$ cat config.mk
export PLATFORM = sky130hd
export DESIGN_NAME = tmr_array_scrubber_flat
export DESIGN_NICKNAME = d
export VERILOG_FILES = /design/src/rtl/tmr_array_scrubber_if.sv /design/src/rtl/tmr_array_scrubber.sv /design/src/flat_wrapper.sv
export SDC_FILE = /design/constraint.sdc
export NUM_CORES = 1
export LEC_CHECK = 0
export ABC_AREA = 1
export BUFFER_PORTS_ARGS = -buffer_cell sky130_fd_sc_hd__buf_4
export CAP_MARGIN = 20
export CORE_MARGIN = 5
export CORE_UTILIZATION = 30
export DETAILED_ROUTE_END_ITERATION = 12
export PLACE_DENSITY = 0.57
export SETUP_SLACK_MARGIN = 0.1
export SLEW_MARGIN = 25
export SYNTH_ARGS = -nofsm -noshare
export SYNTH_HDL_FRONTEND = slang
export SYNTH_SLANG_ARGS = --single-unit
$ cat constraint.sdc
create_clock -name clock -period 2 [get_ports clock]
set_clock_uncertainty 0.05 [all_clocks]
set_input_delay 0.3 -clock clock [delete_from_list [all_inputs] [get_ports clock]]
set_output_delay 0.3 -clock clock [all_outputs]
set_load 0.005 [all_outputs]
$ cat src/rtl/tmr_array_scrubber_if.sv
`default_nettype none
// ============================================================================
// Interface : tmr_array_scrubber_if
// Brief     : Host write/read request bundle for the TMR array scrubber.
//             master = host side, slave = scrubber controller side.
// Revision  : 1.0 - initial release
// ============================================================================
interface tmr_array_scrubber_if #(
  parameter int M = 4,
  parameter int W = 8
);
  // Write channel: request is held until the one-cycle acknowledge
  logic                 wr_req;
  logic [$clog2(M)-1:0] wr_addr;
  logic [W-1:0]         wr_data;
  logic                 wr_ack;

  // Read channel: request is held until the one-cycle data strobe
  logic                 rd_req;
  logic [$clog2(M)-1:0] rd_addr;
  logic [W-1:0]         rd_data;
  logic                 rd_valid;
  logic                 rd_mismatch;

  modport master (
    output wr_req, wr_addr, wr_data, rd_req, rd_addr,
    input  wr_ack, rd_data, rd_valid, rd_mismatch
  );

  modport slave (
    input  wr_req, wr_addr, wr_data, rd_req, rd_addr,
    output wr_ack, rd_data, rd_valid, rd_mismatch
  );
endinterface
`default_nettype wire

$ cat src/rtl/tmr_array_scrubber.sv
`default_nettype none
// ============================================================================
// Module   : tmr_array_scrubber
// Brief    : Controller for a triplicated M x W register array. Arbitrates
//            host writes, host reads and a background scrubber that votes
//            one entry per scrub step and rewrites all copies on disagreement.
// Options  : TMR_SCRUB_INJECT_EN - when defined, the inj_* ports XOR a mask
//            into one copy of one entry (fault injection); otherwise unused.
// Revision : 1.0 - initial release
// ============================================================================
module tmr_array_scrubber #(
  parameter int M         = 4,
  parameter int W         = 8,
  parameter int SCRUB_DIV = 16
) (
  input  logic                 clock,
  input  logic                 rst_n,
  input  logic                 scrub_en,
  tmr_array_scrubber_if.slave  host,
  input  logic                 inj_stb,
  input  logic [1:0]           inj_copy,
  input  logic [$clog2(M)-1:0] inj_addr,
  input  logic [W-1:0]         inj_mask,
  output logic [15:0]          err_cnt,
  output logic                 err_pulse,
  output logic                 pass_done
);

  localparam int c_addr_w = $clog2(M);
  localparam int c_div_w  = $clog2(SCRUB_DIV);
  localparam logic [c_addr_w-1:0] c_last_addr = c_addr_w'(M - 1);
  localparam logic [c_div_w-1:0]  c_div_load  = c_div_w'(SCRUB_DIV - 1);

  typedef enum logic [2:0] {
    S_WAIT  = 3'd0,
    S_WR    = 3'd1,
    S_RD    = 3'd2,
    S_CHECK = 3'd3,
    S_FIX   = 3'd4
  } state_t;

  state_t r_state;
  state_t w_state_nxt;

  // Three copies (index 0=A, 1=B, 2=C) of the M-entry array
  logic [W-1:0]          r_mem [3][M];
  logic [W-1:0]          w_vote [M];
  logic [M-1:0]          w_mis;

  logic [c_div_w-1:0]    r_div;
  logic [c_addr_w-1:0]   r_scrub_addr;
  logic [c_addr_w-1:0]   r_wr_addr;
  logic [W-1:0]          r_wr_data;
  logic [W-1:0]          r_rd_data;
  logic                  r_rd_valid;
  logic                  r_rd_mismatch;
  logic [15:0]           r_err_cnt;

  logic                  w_write_en;
  logic [c_addr_w-1:0]   w_write_idx;
  logic [W-1:0]          w_write_val;
  logic                  w_advance;
  logic                  w_wr_start;
  logic                  w_rd_start;
  logic                  w_check_start;

  logic [2:0]            w_inj_sel;
  logic [c_addr_w-1:0]   w_inj_idx;
  logic [W-1:0]          w_inj_xor;

  // Per-entry bitwise majority vote and copy-disagreement flag
  for (genvar e = 0; e < M; e++) begin : g_entry
    assign w_vote[e] = (r_mem[0][e] & r_mem[1][e]) |
                       (r_mem[1][e] & r_mem[2][e]) |
                       (r_mem[0][e] & r_mem[2][e]);
    assign w_mis[e]  = (r_mem[0][e] != r_mem[1][e]) ||
                       (r_mem[1][e] != r_mem[2][e]);
  end

`ifdef TMR_SCRUB_INJECT_EN
  // Decode the injection strobe into a per-copy select (copy 3 = none)
  always_comb begin
    w_inj_sel = '0;
    for (int c = 0; c < 3; c++) begin
      w_inj_sel[c] = inj_stb && (inj_copy == 2'(c));
    end
  end
  assign w_inj_idx = inj_addr;
  assign w_inj_xor = inj_mask;
`else
  logic w_unused_inj;
  assign w_inj_sel    = '0;
  assign w_inj_idx    = '0;
  assign w_inj_xor    = '0;
  assign w_unused_inj = ^{inj_stb, inj_copy, inj_addr, inj_mask};
`endif

  // Arbitration and sequencing: host write > host read > scrub step
  always_comb begin
    w_state_nxt = r_state;
    w_write_en  = 1'b0;
    w_write_idx = r_wr_addr;
    w_write_val = r_wr_data;
    w_advance   = 1'b0;
    case (r_state)
      S_WAIT: begin
        if (host.wr_req)                    w_state_nxt = S_WR;
        else if (host.rd_req)               w_state_nxt = S_RD;
        else if (scrub_en && (r_div == '0)) w_state_nxt = S_CHECK;
      end
      S_WR: begin
        w_write_en  = 1'b1;
        w_state_nxt = S_WAIT;
      end
      S_RD: begin
        w_state_nxt = S_WAIT;
      end
      S_CHECK: begin
        if (w_mis[r_scrub_addr]) begin
          w_state_nxt = S_FIX;
        end else begin
          w_advance   = 1'b1;
          w_state_nxt = S_WAIT;
        end
      end
      S_FIX: begin
        w_write_en  = 1'b1;
        w_write_idx = r_scrub_addr;
        w_write_val = w_vote[r_scrub_addr];
        w_advance   = 1'b1;
        w_state_nxt = S_WAIT;
      end
      default: begin
        w_state_nxt = S_WAIT;
      end
    endcase
  end

  assign w_wr_start    = (r_state == S_WAIT) && (w_state_nxt == S_WR);
  assign w_rd_start    = (r_state == S_WAIT) && (w_state_nxt == S_RD);
  assign w_check_start = (r_state == S_WAIT) && (w_state_nxt == S_CHECK);

  // State register
  always_ff @(posedge clock or negedge rst_n) begin
    if (!rst_n) r_state <= S_WAIT;
    else        r_state <= w_state_nxt;
  end

  // Copy storage: a write updates all copies and beats a same-entry injection
  always_ff @(posedge clock or negedge rst_n) begin
    if (!rst_n) begin
      for (int c = 0; c < 3; c++) begin
        for (int e = 0; e < M; e++) begin
          r_mem[c][e] <= '0;
        end
      end
    end else begin
      for (int c = 0; c < 3; c++) begin
        for (int e = 0; e < M; e++) begin
          if (w_write_en && (w_write_idx == c_addr_w'(e))) begin
            r_mem[c][e] <= w_write_val;
          end else if (w_inj_sel[c] && (w_inj_idx == c_addr_w'(e))) begin
            r_mem[c][e] <= r_mem[c][e] ^ w_inj_xor;
          end
        end
      end
    end
  end

  // Scrub divider: reload when disabled or on a scrub step, count down in WAIT
  always_ff @(posedge clock or negedge rst_n) begin
    if (!rst_n) begin
      r_div <= c_div_load;
    end else if (!scrub_en || w_check_start) begin
      r_div <= c_div_load;
    end else if ((r_state == S_WAIT) && (r_div != '0)) begin
      r_div <= r_div - 1'b1;
    end
  end

  // Scrub pointer walks the array and wraps to entry 0 after the last one
  always_ff @(posedge clock or negedge rst_n) begin
    if (!rst_n) begin
      r_scrub_addr <= '0;
    end else if (w_advance) begin
      r_scrub_addr <= (r_scrub_addr == c_last_addr) ? '0 : r_scrub_addr + 1'b1;
    end
  end

  // Capture the host write at acceptance so the WR cycle commits stable data
  always_ff @(posedge clock or negedge rst_n) begin
    if (!rst_n) begin
      r_wr_addr <= '0;
      r_wr_data <= '0;
    end else if (w_wr_start) begin
      r_wr_addr <= host.wr_addr;
      r_wr_data <= host.wr_data;
    end
  end

  // Read response: voted data holds between reads, strobe and flag pulse once
  always_ff @(posedge clock or negedge rst_n) begin
    if (!rst_n) begin
      r_rd_data     <= '0;
      r_rd_valid    <= 1'b0;
      r_rd_mismatch <= 1'b0;
    end else begin
      r_rd_valid    <= w_rd_start;
      r_rd_mismatch <= w_rd_start && w_mis[host.rd_addr];
      if (w_rd_start) r_rd_data <= w_vote[host.rd_addr];
    end
  end

  // Corrected-entry counter, saturating at all ones
  always_ff @(posedge clock or negedge rst_n) begin
    if (!rst_n) begin
      r_err_cnt <= '0;
    end else if ((r_state == S_FIX) && (r_err_cnt != 16'hFFFF)) begin
      r_err_cnt <= r_err_cnt + 16'd1;
    end
  end

  assign host.wr_ack      = (r_state == S_WR);
  assign host.rd_data     = r_rd_data;
  assign host.rd_valid    = r_rd_valid;
  assign host.rd_mismatch = r_rd_mismatch;
  assign err_cnt          = r_err_cnt;
  assign err_pulse        = (r_state == S_FIX);
  assign pass_done        = w_advance && (r_scrub_addr == c_last_addr);

endmodule
`default_nettype wire
$ cat src/flat_wrapper.sv
// flat-port wrapper written by rule: the top's interface ports become plain ports
module tmr_array_scrubber_flat 
#(
  parameter int M         = 4,
  parameter int W         = 8,
  parameter int SCRUB_DIV = 16
)
  (clock, rst_n, scrub_en, inj_stb, inj_copy, inj_addr, inj_mask, err_cnt, err_pulse, pass_done, host_wr_req, host_wr_addr, host_wr_data, host_rd_req, host_rd_addr, host_wr_ack, host_rd_data, host_rd_valid, host_rd_mismatch);
  tmr_array_scrubber_if #(.M(M), .W(W)) host_i ();
  input  logic clock;
  input  logic rst_n;
  input  logic scrub_en;
  input  logic inj_stb;
  input  logic [1:0] inj_copy;
  input  logic [$clog2(M)-1:0] inj_addr;
  input  logic [W-1:0] inj_mask;
  output logic [15:0] err_cnt;
  output logic err_pulse;
  output logic pass_done;
  input wire logic [$bits(host_i.wr_req)-1:0] host_wr_req;
  input wire logic [$bits(host_i.wr_addr)-1:0] host_wr_addr;
  input wire logic [$bits(host_i.wr_data)-1:0] host_wr_data;
  input wire logic [$bits(host_i.rd_req)-1:0] host_rd_req;
  input wire logic [$bits(host_i.rd_addr)-1:0] host_rd_addr;
  output wire logic [$bits(host_i.wr_ack)-1:0] host_wr_ack;
  output wire logic [$bits(host_i.rd_data)-1:0] host_rd_data;
  output wire logic [$bits(host_i.rd_valid)-1:0] host_rd_valid;
  output wire logic [$bits(host_i.rd_mismatch)-1:0] host_rd_mismatch;
  assign host_i.wr_req = host_wr_req;
  assign host_i.wr_addr = host_wr_addr;
  assign host_i.wr_data = host_wr_data;
  assign host_i.rd_req = host_rd_req;
  assign host_i.rd_addr = host_rd_addr;
  assign host_wr_ack = host_i.wr_ack;
  assign host_rd_data = host_i.rd_data;
  assign host_rd_valid = host_i.rd_valid;
  assign host_rd_mismatch = host_i.rd_mismatch;
  tmr_array_scrubber #(.M(M), .W(W), .SCRUB_DIV(SCRUB_DIV)) u_core (.clock(clock), .rst_n(rst_n), .scrub_en(scrub_en), .host(host_i), .inj_stb(inj_stb), .inj_copy(inj_copy), .inj_addr(inj_addr), .inj_mask(inj_mask), .err_cnt(err_cnt), .err_pulse(err_pulse), .pass_done(pass_done));
endmodule
# After elaboration in Yosys (flattened, before gate mapping)

Cells that the tools add are included.

Register bits: 77
Bits of input ports: 30
Logic and storage cells: 88

$add $sub $neg: 3
Order comparisons: 4
Equality and inequality tests: 11
Multiplexer cells: 23
Bitwise operators: 14
Reduce and logical (&&, ||, !) cells: 20

Operators with widths:

| operator                                                    | count |
|---|---|
| bitwise OR 8 bit                                            | 8 |
| two-way mux 8 bit                                           | 5 |
| AND 8 bit                                                   | 4 |
| binary-select mux 8 bit (select 2 bit)                      | 2 |
| adder 16 x 1 -> 16 bit (second input constant)              | 1 |
| inequality test 16 bit (second input constant)              | 1 |
| logical AND 1 bit                                           | 12 |
| two-way mux 3 bit                                           | 4 |
| == test 3 x 2 -> 1 bit (second input constant)              | 3 |
| two-way mux 4 bit                                           | 2 |
| == test 2 bit (second input constant)                       | 3 |
| == test 3 x 1 -> 1 bit (second input constant)              | 2 |
| greater-or-equal comparator 3 bit (second input constant)   | 2 |
| less-than comparator 2 x 3 -> 1 bit (second input constant) | 2 |
| inverter 2 -> 3 bit                                         | 2 |
| case mux 3 bit (2 select lines)                             | 1 |
| binary-select mux 1 bit (select 2 bit)                      | 2 |
| zero test 4 bit                                             | 1 |
| two-way mux 1 bit                                           | 4 |
| two-way mux 2 bit                                           | 2 |
| nonzero test 4 bit                                          | 1 |
| subtractor 4 x 1 -> 4 bit (second input constant)           | 1 |
| == test 3 bit (second input constant)                       | 1 |
| zero test 3 bit                                             | 1 |
| 8 further kinds                                             | 8 |

# Longest topological paths before layout

Word-level depth: 10
Depth in mapped cells: 10
Mapped depth without buffers: 10

# Worst setup path before layout

Ideal clock, no wire load.

Kind: reg-to-reg
Start: register u_core.r_div[0]
End: register u_core.r_rd_data[0] (netlist: u_core.host.rd_data[0])
Library setup time: 117 ps
Arrival: 1495 ps
Setup slack: 338 ps
Cell stages (with the launch flop): 11
Period minus slack after synthesis: 1662 ps
Cells stage by stage: dfstp_2 > inv_1 > ha_1 > nand3_1 > nand2_1 > nand2_1 > inv_1 > nand2_2 > clkinv_1 > nand2_1 > nand2_1

Word-level cells in the longest chain between the ends: 8

Ends and longest elaborated chain:

| item                            | RTL line                  | text |
|---|---|---|
| from (decl)                     | tmr_array_scrubber.sv:50  | `logic [c_div_w-1:0] r_div;` |
| from (signal assigned)          | tmr_array_scrubber.sv:173 | `r_div <= c_div_load;` |
| from (signal assigned)          | tmr_array_scrubber.sv:175 | `r_div <= c_div_load;` |
| from (signal assigned)          | tmr_array_scrubber.sv:177 | `r_div <= r_div - 1'b1;` |
| zero test 4 bit                 | tmr_array_scrubber.sv:109 | `else if (scrub_en && (r_div == '0)) w_state_nxt = S_CHECK;` |
| logical AND 1 bit               | tmr_array_scrubber.sv:109 |  |
| two-way mux 3 bit               | tmr_array_scrubber.sv:109 |  |
| two-way mux 3 bit               | tmr_array_scrubber.sv:108 | `else if (host.rd_req) w_state_nxt = S_RD;` |
| two-way mux 3 bit               | tmr_array_scrubber.sv:107 | `if (host.wr_req) w_state_nxt = S_WR;` |
| case mux 3 bit (2 select lines) | tmr_array_scrubber.sv:105 | `case (r_state)` |
| via u_core.w_state_nxt[1]       | tmr_array_scrubber.sv:43  | `state_t w_state_nxt;` |
| == test 3 x 2 -> 1 bit          | tmr_array_scrubber.sv:140 | `assign w_rd_start = (r_state == S_WAIT) && (w_state_nxt == S_RD);` |
| logical AND 1 bit               | tmr_array_scrubber.sv:140 |  |
| via u_core.w_rd_start           | tmr_array_scrubber.sv:64  | `logic w_rd_start;` |
| to (signal assigned)            | tmr_array_scrubber.sv:210 | `if (w_rd_start) r_rd_data <= w_vote[host.rd_addr];` |
| to (decl)                       | tmr_array_scrubber.sv:54  | `logic [W-1:0] r_rd_data;` |

The timed path passes the listed nets, and every way through them passes these cells.
A chain may end at the register's enable or synchronous reset.

# Worst setup path after layout

Start: register u_core.r_state[0]
End: output port err_pulse

Word-level cells in the longest chain between the ends: 1

Ends and longest elaborated chain:

| item                   | RTL line                  | text |
|---|---|---|
| from (decl)            | tmr_array_scrubber.sv:42  | `state_t r_state;` |
| from (signal assigned) | tmr_array_scrubber.sv:146 | `else r_state <= w_state_nxt;` |
| == test 3 bit          | tmr_array_scrubber.sv:228 | `assign err_pulse = (r_state == S_FIX);` |
| to (decl)              | flat_wrapper.sv:18        | `output logic err_pulse;` |

No other way between the ends.

==> results.txt <==
outcome: complete, no violations
Slew Limit Fails: 0
Top Ports: 59
Crit Path Class: reg2out
Worst EP required: 1.65 ns
synthesized area: 4123 um2
CTS tree: yes
wire per inst: 13.32 um
largest net degree at the start of global routing: 35
clock sinks: 76
P_sw: 2.002 mW
Port Buffer Count: 44
Clk pwr share: 27.9%
Die Wd: 127.2 um
minimum clock period: 1.810 ns
cells after synthesis: 567
P_leak: 2.646 nW
crit path launch: u_core.r_state[0]
post-synthesis xor/xnor area fraction: 2.124%
Peak VDD IR: 0.4196 mV
main area contributors after synthesis: dfrtp_1, nand2_1, o21ai_0
final worst slack: 0.1897 ns
Async SR Flop Fraction: 100.0%
Hold Path Depth: 3
Clk Latency, worst-skew pair: 0.34 ns
switch share: 36.21%
WL final: 10710 um
CP most frequent cell: buf_4
fill cell count: 1443
Crit-path slowest cell: dfrtp_1
drt pass-1 iters: 5
DR DRC count: 0
Ys Warns: 0
CTS H-tree depth: 3
share of post-route cells with drive strength above 1: 16.08%
Startpoint Class: flip-flop
GP Congestion: 0.8282
Worst Setup End Kind: primary output
top-area cell type share of the netlist area: 43.70%
crit path DAT: 1.46 ns
cts bufs inserted: 9
Core Area: 13350 um2
most frequent cell after synthesis: nand2_1
FP Rows: 42
Synth Area per Inst: 7.271 um2
area grow syn2layout: 22.06%
sequential fraction of the synthesis area: 46.25%
total vias in the final route: 3760
GRT Overall Usage: 14.06%
top_reg_cell synth: dfrtp_1
Hold Path Class: in2reg
Congestion Overflow GR: 0
Yosys reg bits: 76
Final Hold Vio Count: 0
DP Wirelength: 7743 um
# Max-Cap Violations: 0
top cells by count, synth: nand2_1, dfrtp_1, o21ai_0
synth unique cells: 32
post-synthesis simple-gate area fraction: 34.87%
RSZ-0062 raised after global routing: yes
Pint: 3.527 mW
DR vias/cell: 4.677
n_diodes: 0
Comb power frac: 31.0%
CP cell instances: nor2_4, nand2_4, inv_2, buf_4, buf_4
Clock Tree Buf Depth: 2
1st-iter DRT viols: 301
die height: 127.2 um
largest family of logic cells by synthesized area: simple AND/OR/NAND/NOR gates
Reg clk slew, reported paths: 0.06 ns
setup TNS: 0 ns
first-pass GRT wire length: 18330 um
vias in the first global route: 3737
clk root buf: clkbuf_16
Initial Utilization: 30.89%
final setup fails: 0
PwrDens: 1099 nW/um2
Synth Area in Compound Gates: 9.287%
Hold Crit Start: host_wr_addr[1]
Max Freq: 552.4 MHz
critical path's largest stage delay: 0.43 ns
mux cell area share after synthesis: 0%
hold slack: 0.1516 ns
die area: 16190 um2
crit share post-route: 90.52%
crit-path max FO: 10
Synth area leader: dfrtp_1
sequential power share: 41.1%
number of synthesized flops with an enable pin: 0
R2R Path Start: u_core.r_div[0]
initial antenna violation count: 0
adder-cell share of the synthesized area: 1.214%
Post-Place Worst Slack: 0.1395 ns
DRT antenna net count: 0
# Post-CTS Setup Buffers: 0
nets@finish: 658
worst reg2reg path depth: 10
## final cells by class
cell class	count	area (um2)	share of cell area, %
timing repair buffer	61	473.0	9.398
tap	176	220.2	4.376
timing repair inverter	1	7.507	0.1492
multi-input combinational	434	1978	39.31
inverter	41	167.7	3.332
clock buffer	11	252.7	5.022
clock inverter	4	25.02	0.4973
sequential	76	1908	37.92
## metal layers
metal / global-route usage (%) / wire, um / up-vias
li1: - / - / 1915
met1: 18.77 / 5003 / 1755
met2: 22.20 / 5001 / 78
met3: 2.963 / 521 / 12
met4: 5.868 / 182 / 0
met5: 0 / 0 / -
## kinds of logic after synthesis
group / count (synthesis)
flip-flops: 76
XOR/XNOR: 10
AO/OA/AOI/OAI: 72
adder cells (fa/ha/maj): 4
AND/OR/NAND/NOR: 346
other: 1
buffers and inverters: 58
## critical path: cells and delay by family (launching register included)
| family | cells | cell delay, ns |
|---|---|---|
| buf+inv | 3 | 0.42 |
| flops | 1 | 0.43 |
| simple gates | 2 | 0.26 |
## stage by stage
stage | instance area, um2 | util (%) | instances | total power [mW]
floorplan | 4126 | - | 568 | 3.386
global placement | 4720 | 35.36 | 787 | 3.958
detailed placement | 4720 | 35.36 | 787 | 4.007
CTS | 5012 | 37.55 | 803 | 5.573
global route | 5032 | 37.70 | 804 | 5.977
finish | 5032 | 37.70 | 804 | 5.529
## repair_timing
| item | 4_1_cts | 5_1_grt |
|---|---|---|
| pin swaps | 0 | 1 |
| hold endpoints to repair | 23 | 0 |
| gates cloned | 0 | 1 |
| hold buffers | 1 | 0 |
| endpoints found under the setup margin | 1 | 31 |
| resized for setup | 2 | 5 |
## placed cells by master (no fill, tap or decap), types with 3 or more instances in the layout
master / count
nand2_1: 251
o21ai_0: 46
a21oi_1: 20
nand4_1: 13
clkinvlp_4: 4
clkbuf_16: 9
inv_1: 35
xor2_1: 6
dfstp_2: 4
nor2_1: 40
nand3_1: 27
xnor2_1: 4
dfrtp_1: 71
nor2_4: 3
ha_1: 4
nor3_1: 3
inv_2: 3
buf_4: 59
## power groups by stage
stage,Clock [mW],Combinational [mW],Sequential (mW)
after floorplan,0,1.18,2.21
after global placement,0,1.67,2.28
after detailed placement,0,1.71,2.29
after CTS,1.58,1.72,2.27
after global routing,1.65,2.00,2.33
final,1.54,1.71,2.27
## registers in the layout (all words and copies together) (netlist names)
register	count
u_core.r_state	3
u_core.host.rd_valid	1
u_core.r_wr_data	8
u_core.r_div	4
u_core.host.rd_data	8
u_core.r_mem	32
u_core.r_scrub_addr	2
u_core.r_wr_addr	2
u_core.err_cnt	16
## path summary, 6_finish.rpt
| path | endpoint | slack, ns |
|---|---|---|
| max in group asynchronous | u_core.r_div[0] | 0.91 |
| setup reg to reg | u_core.host.rd_data[5] | 0.19 |
| setup / recovery | err_pulse | 0.19 |
| hold reg to reg | u_core.r_wr_addr[0] | 0.43 |
| hold / removal | u_core.r_wr_addr[1] | 0.15 |
| min in group asynchronous | u_core.host.rd_data[7] | 0.36 |
No activity file was read; power rests on OpenSTA's default activity.
